==> src/rtl/inpr_buffer_pkg.sv <==
`default_nettype none
// +--------------------------------------------------------------------------+
// | Module      : inpr_buffer_pkg                                            |
// | Description : Shared CPU constants used by the INPR input buffer:        |
// |               datapath word width, INPR buffer depth and the word type.  |
// | Ports       : none (package)                                             |
// | Revision    : 1.0  initial release                                       |
// +--------------------------------------------------------------------------+
package inpr_buffer_pkg;

  // CPU datapath word width.
  localparam int DATA_W = 18;

  // Depth of the INPR input FIFO, in words (power of two, at least 2).
  localparam int INPR_DEPTH = 4;

  typedef logic [DATA_W-1:0] word_t;

endpackage : inpr_buffer_pkg
`default_nettype wire

==> src/rtl/inpr_buffer_if.sv <==
`default_nettype none
// +--------------------------------------------------------------------------+
// | Module      : inpr_buffer_if                                             |
// | Description : Bundle of the device-side handshake and the CPU-side INPR  |
// |               signals of the input buffer.                               |
// | Modports    : slave  - the buffer (accepts device words, serves CPU)     |
// |               master - device + CPU control side driving the buffer      |
// | Signals     : dev_data/dev_valid/dev_ready  device push handshake        |
// |               inpr_read_en/inpr_data/i_flag CPU pop strobe, head, flag   |
// |               count, underflow, clr_err     occupancy and error status   |
// | Revision    : 1.0  initial release                                       |
// +--------------------------------------------------------------------------+
interface inpr_buffer_if
  import inpr_buffer_pkg::*;
#(
  parameter int DEPTH = INPR_DEPTH
) ();

  localparam int CNT_W = $clog2(DEPTH) + 1;

  word_t            dev_data;
  logic             dev_valid;
  logic             dev_ready;
  logic             inpr_read_en;
  word_t            inpr_data;
  logic             i_flag;
  logic [CNT_W-1:0] count;
  logic             underflow;
  logic             clr_err;

  modport slave (
    input  dev_data,
    input  dev_valid,
    output dev_ready,
    input  inpr_read_en,
    output inpr_data,
    output i_flag,
    output count,
    output underflow,
    input  clr_err
  );

  modport master (
    output dev_data,
    output dev_valid,
    input  dev_ready,
    output inpr_read_en,
    input  inpr_data,
    input  i_flag,
    input  count,
    input  underflow,
    output clr_err
  );

endinterface : inpr_buffer_if
`default_nettype wire

==> src/rtl/inpr_fifo_mem.sv <==
`default_nettype none
// +--------------------------------------------------------------------------+
// | Module      : inpr_fifo_mem                                              |
// | Description : DEPTH x DATA_W register array, one synchronous write port  |
// |               and one asynchronous read port.                            |
// | Ports       : clk      in   write clock                                  |
// |               wr_en    in   write strobe                                 |
// |               wr_addr  in   write address                                |
// |               wr_data  in   write data                                   |
// |               rd_addr  in   read address                                 |
// |               rd_data  out  array[rd_addr], combinational                |
// | Revision    : 1.0  initial release                                       |
// +--------------------------------------------------------------------------+
module inpr_fifo_mem #(
  parameter  int DATA_W = 18,
  parameter  int DEPTH  = 4,
  localparam int PTR_W  = $clog2(DEPTH)
) (
  input  wire logic              clk,
  input  wire logic              wr_en,
  input  wire logic [PTR_W-1:0]  wr_addr,
  input  wire logic [DATA_W-1:0] wr_data,
  input  wire logic [PTR_W-1:0]  rd_addr,
  output logic      [DATA_W-1:0] rd_data
);

  logic [DATA_W-1:0] mem_q [DEPTH];

  // Storage is intentionally not reset; the read side masks stale
  // contents through the occupancy count.
  for (genvar i = 0; i < DEPTH; i++) begin : g_word
    always_ff @(posedge clk) begin
      if (wr_en && (wr_addr == PTR_W'(i))) begin
        mem_q[i] <= wr_data;
      end
    end
  end

  assign rd_data = mem_q[rd_addr];

endmodule : inpr_fifo_mem
`default_nettype wire

==> src/rtl/inpr_buffer.sv <==
`default_nettype none
// +--------------------------------------------------------------------------+
// | Module      : inpr_buffer                                                |
// | Description : First-word-fall-through input FIFO feeding the CPU INPR    |
// |               path. Device words are pushed over valid/ready; the CPU    |
// |               sees the head word plus an input-ready flag and pops with  |
// |               inpr_read_en. Pops while empty set a sticky underflow.     |
// | Ports       : clk   in  system clock (rising edge)                       |
// |               rst   in  synchronous active-high reset                    |
// |               bus   slave modport of inpr_buffer_if                      |
// | Revision    : 1.0  initial release                                       |
// +--------------------------------------------------------------------------+
module inpr_buffer
  import inpr_buffer_pkg::*;
#(
  parameter int DEPTH = INPR_DEPTH
) (
  input wire logic    clk,
  input wire logic    rst,
  inpr_buffer_if.slave bus
);

  localparam int               PTR_W    = $clog2(DEPTH);
  localparam int               CNT_W    = PTR_W + 1;
  localparam logic [CNT_W-1:0] FULL_CNT = CNT_W'(DEPTH);

  logic [PTR_W-1:0] wr_ptr_q, wr_ptr_d;
  logic [PTR_W-1:0] rd_ptr_q, rd_ptr_d;
  logic [CNT_W-1:0] count_q, count_d;
  logic             underflow_q, underflow_d;

  logic  empty;
  logic  full;
  logic  push;
  logic  pop;
  logic  pop_empty;
  word_t head_word;

  assign empty = (count_q == '0);
  assign full  = (count_q == FULL_CNT);

  // Ready depends only on registered occupancy and rst, so a pop in the
  // same cycle never frees a slot for a concurrent push.
  assign bus.dev_ready = !rst && !full;

  // dev_ready is already low during reset, so push cannot write memory then.
  assign push      = bus.dev_valid && bus.dev_ready;
  assign pop       = bus.inpr_read_en && !empty;
  assign pop_empty = bus.inpr_read_en && empty;

  always_comb begin
    wr_ptr_d    = wr_ptr_q;
    rd_ptr_d    = rd_ptr_q;
    count_d     = count_q;
    underflow_d = underflow_q;

    if (rst) begin
      wr_ptr_d    = '0;
      rd_ptr_d    = '0;
      count_d     = '0;
      underflow_d = 1'b0;
    end else begin
      if (push) begin
        wr_ptr_d = wr_ptr_q + PTR_W'(1);
      end
      if (pop) begin
        rd_ptr_d = rd_ptr_q + PTR_W'(1);
      end

      unique case ({push, pop})
        2'b10:   count_d = count_q + CNT_W'(1);
        2'b01:   count_d = count_q - CNT_W'(1);
        default: count_d = count_q;
      endcase

      // Set has priority over clear.
      if (pop_empty) begin
        underflow_d = 1'b1;
      end else if (bus.clr_err) begin
        underflow_d = 1'b0;
      end
    end
  end

  always_ff @(posedge clk) begin
    wr_ptr_q    <= wr_ptr_d;
    rd_ptr_q    <= rd_ptr_d;
    count_q     <= count_d;
    underflow_q <= underflow_d;
  end

  inpr_fifo_mem #(
    .DATA_W (DATA_W),
    .DEPTH  (DEPTH)
  ) u_mem (
    .clk     (clk),
    .wr_en   (push),
    .wr_addr (wr_ptr_q),
    .wr_data (bus.dev_data),
    .rd_addr (rd_ptr_q),
    .rd_data (head_word)
  );

  // Fall-through head; forced to zero when empty so stale words never leak.
  assign bus.inpr_data = empty ? '0 : head_word;
  assign bus.i_flag    = !empty;
  assign bus.count     = count_q;
  assign bus.underflow = underflow_q;

endmodule : inpr_buffer
`default_nettype wire

==> src/flat_wrapper.sv <==
// flat-port wrapper written by rule: the top's interface ports become plain ports
module inpr_buffer_flat import inpr_buffer_pkg::*;
#(
  parameter int DEPTH = INPR_DEPTH
)
  (clk, rst, bus_dev_data, bus_dev_valid, bus_dev_ready, bus_inpr_read_en, bus_inpr_data, bus_i_flag, bus_count, bus_underflow, bus_clr_err);
  inpr_buffer_if #(.DEPTH(DEPTH)) bus_i ();
  input wire logic clk;
  input wire logic rst;
  input wire logic [$bits(bus_i.dev_data)-1:0] bus_dev_data;
  input wire logic [$bits(bus_i.dev_valid)-1:0] bus_dev_valid;
  output wire logic [$bits(bus_i.dev_ready)-1:0] bus_dev_ready;
  input wire logic [$bits(bus_i.inpr_read_en)-1:0] bus_inpr_read_en;
  output wire logic [$bits(bus_i.inpr_data)-1:0] bus_inpr_data;
  output wire logic [$bits(bus_i.i_flag)-1:0] bus_i_flag;
  output wire logic [$bits(bus_i.count)-1:0] bus_count;
  output wire logic [$bits(bus_i.underflow)-1:0] bus_underflow;
  input wire logic [$bits(bus_i.clr_err)-1:0] bus_clr_err;
  assign bus_i.dev_data = bus_dev_data;
  assign bus_i.dev_valid = bus_dev_valid;
  assign bus_dev_ready = bus_i.dev_ready;
  assign bus_i.inpr_read_en = bus_inpr_read_en;
  assign bus_inpr_data = bus_i.inpr_data;
  assign bus_i_flag = bus_i.i_flag;
  assign bus_count = bus_i.count;
  assign bus_underflow = bus_i.underflow;
  assign bus_i.clr_err = bus_clr_err;
  inpr_buffer #(.DEPTH(DEPTH)) u_core (.clk(clk), .rst(rst), .bus(bus_i));
endmodule
==> config.mk <==
export PLATFORM = sky130hd
export DESIGN_NAME = inpr_buffer_flat
export DESIGN_NICKNAME = d
export VERILOG_FILES = /design/src/rtl/inpr_buffer_pkg.sv /design/src/rtl/inpr_buffer_if.sv /design/src/rtl/inpr_fifo_mem.sv /design/src/rtl/inpr_buffer.sv /design/src/flat_wrapper.sv
export SDC_FILE = /design/constraint.sdc
export NUM_CORES = 1
export LEC_CHECK = 0
export ABC_AREA = 0
export CORE_MARGIN = 3
export CORE_UTILIZATION = 47
export DETAILED_ROUTE_END_ITERATION = 16
export PLACE_DENSITY = 0.71
export SYNTH_ARGS = -nofsm -noshare
export SYNTH_HDL_FRONTEND = slang
export SYNTH_HIERARCHICAL = 1
export SYNTH_SLANG_ARGS = --single-unit
export TNS_END_PERCENT = 1
==> constraint.sdc <==
create_clock -name clk -period 6.12 [get_ports clk]
set_input_delay 0.612 -clock clk [delete_from_list [all_inputs] [get_ports clk]]
set_output_delay 0.612 -clock clk [all_outputs]
set_load 0.02 [all_outputs]
==> flow_summary.toml <==
[clock_network]
cts_resized = 0
h-tree-depth = 3
clk_pin_slew_ps = 70
cts_hold_buf = 0
post_cts_buffers = 0
insertion_delay_ps = 340
cts-root-buf = "clkbuf_8"
cts_buffer_depth = 2
tritoncts = "built"
numCtsBuffers = 9
clock-sinks = 80

[critical_path]
path_cells = "buf_4 -> mux4_1 -> nor2b_1 -> clkdlybuf4s50_1"
worstSetupEndpointType = "output port"
r2r_cells = 9
cp_num_cells = 4
critPathSlowestCell = "mux4_1"
critPathKind = "flip-flop to output port"
r2r-start = "u_core/bus.count[2]$_SDFFE_PP0P_"
cp_max_fo = 14
worstPathArrival_ps = 2510
critical-path-top-delay-family = "buffers and inverters"
critPathBufInv = 2
required_ps = 5510
r2r-end = "u_core/bus.count[2]$_SDFFE_PP0P_"
slowest_delay_ps = 590
start_kind = "flip-flop"
r2r_setup_slack_ps = 3780

[worst_hold_path]
hold_depth = 2
hold_class = "flip-flop to flip-flop"
min_to = "u_core/wr_ptr_q[1]$_SDFFE_PP0P_"
hp-start = "u_core/wr_ptr_q[1]$_SDFFE_PP0P_"

[floorplanning]
initial_utilization = 0.4934
die-area_um2 = 7845
ios = 47
die_height_um = 88.57
core_um2 = 6495
die_w_um = 88.57
num_rows = 29

[global_routing]
grt_usage = 0.1530
overflow = 0
antenna_found_initial = 0
grt_max_degree = 23
grt_pass1_wl_mm = 8.638
grt_pass1_vias = 1717

[logic_synthesis]
synthTopCellsByArea = "edfxtp_1, mux4_2, mux4_1"
synth_top_area_share = 0.6747
ys_seq_area_frac = 0.7247
syn_nets = 191
synth_cell_types = 27
synth_top_area_cell = "edfxtp_1"
syn_area_um2 = 3204
synthFlopType = "edfxtp_1"
ys_ff_latch = 80
yosys_warnings = 6
synth_enable_flop_cells = 72
async_reset_ff_frac = 0
synth_area_per_cell_um2 = 19.30
synthTopCellsByCount = "edfxtp_1, nor2b_1, mux4_2"
yosysMostFrequentCell = "edfxtp_1"
synth_cells = 166

[timing]
finalCritPeriodShare = 0.5103
setup_slack_ps = 2997
holdWs_ps = 555.1
skew_ps = 6.323
final-hold-violation-count = 0
maxSlewHeadroom = 0.3446
fmax_mhz = 320.2
rsz0062_at_grt = "false"
setup_viol = 0
tightestPinTransition_ps = 983.1
period_needed_ps = 3123
tns_ps = 0
final_max_slew_viol_count = 0

[place]
io_buffers = 46
place.gp.congestion = 0.8043
hpwl_mm = 3.552
dpl_worst_slack_ps = 3287

[cells_and_area]
drive_above_1_share = 0.1518
final_nets = 244
antenna_cells = 0
fillers = 473
syn_to_final_growth_pct = 22.61
final_util = 0.6049

[run_status]
run_status = "complete, no violations"

[drt]
drtIter0Drc = 90
vias = 1610
drc = 0
ant_nets = 0
vias_per_cell = 5.349
wirelength_mm = 5.468
wl_per_cell_um = 18.17
first_pass_iters = 5

[flow_run]
cap_violations = 0

[power_and_ir_drop]
ir_drop_mv = 0.2897
p_total_mw = 1.578
p_leak_nw = 1.277
p_per_area_nw_per_um2 = 401.6
==> registers in the layout, indices dropped and copies added (netlist names) <==
| signal | count |
|---|---|
| u_core/u_mem/mem_q | 72 |
| u_core/bus.count | 3 |
| u_core/rd_ptr_q | 2 |
| u_core/wr_ptr_q | 2 |
| u_core/bus.underflow | 1 |
==> metal layers <==
metal,up-vias,GRT usage,wire length [um]
met3,7,0.04097,255
li1,759,-,-
met4,0,0.07005,58
met1,796,0.1958,2332
met5,-,0,0
met2,48,0.2461,2822
==> power by group <==
| part | leakage (nW) | internal, mW | switching, mW |
|---|---|---|---|
| logic | 0.464 | 0.272 | 0.267 |
| registers | 0.719 | 0.632 | 0.0338 |
| clock network | 0.0933 | 0.188 | 0.185 |
| total | 1.28 | 1.09 | 0.486 |
==> worst reg2reg max path, cell delays in order, from the launching register on <==
cell and delay [ps]:
dfxtp_1 420, nor3b_2 300, nand2b_4 200, or2_2 110
ha_1 190, inv_1 70, fa_1 370, xor2_1 160
or3_1 310, a21oi_1 140
==> layout by cell type, fill, tap and decap left out, types with 2 or more instances in the layout <==
cell             instances
a21oi_1                  5
and3b_1                  2
buf_4                    3
clkbuf_8                 9
clkdlybuf4s50_1         46
clkinvlp_4               2
dfxtp_1                  8
edfxtp_1                72
inv_1                    5
mux4_1                   8
mux4_2                  10
nand2_1                  2
nor2_1                   8
nor2b_1                 20
nor3b_2                  2
o21ai_0                  3
or3_1                    3
xor2_1                   3
==> metrics by stage <==
step / cells / cell area [um^2]
floorplan: 166 / 3204
CTS: 301 / 3929
detailed placement: 285 / 3734
global route: 301 / 3929
finish: 301 / 3929
global placement: 285 / 3734
==> cells by family after synthesis <==
logic type,after synthesis,share of synthesized area
buffers and inverters,12,0.02304
flip-flops,80,0.7247
multiplexers,19,0.1394
XOR/XNOR,3,0.008201
AO/OA/AOI/OAI,9,0.01484
adder cells (fa/ha/maj),2,0.01015
AND/OR/NAND/NOR,41,0.07966
==> cell type report <==
cell class	count	area [um^2]	area share
clock buffer	9	123.9	0.03153
clock inverter	7	71.32	0.01815
inverter	5	18.77	0.004777
multi-input combinational	74	813.3	0.2070
sequential	80	2322	0.5911
tap	77	96.34	0.02452
timing repair buffer	49	483.0	0.1229
==> how the worst max path moves through the flow <==
stage                                         start                                  to
floorplan                                       rst  u_core/u_mem/mem_q[0][0]$_DFFE_PP_
global placement    u_core/rd_ptr_q[0]$_SDFFE_PP0P_                    bus_inpr_data[4]
detailed placement                              rst    u_core/bus.count[2]$_SDFFE_PP0P_
CTS                 u_core/rd_ptr_q[0]$_SDFFE_PP0P_                    bus_inpr_data[4]
global route        u_core/rd_ptr_q[0]$_SDFFE_PP0P_                    bus_inpr_data[4]
finish              u_core/rd_ptr_q[0]$_SDFFE_PP0P_                    bus_inpr_data[4]
Power figures use the tool's default switching activity.
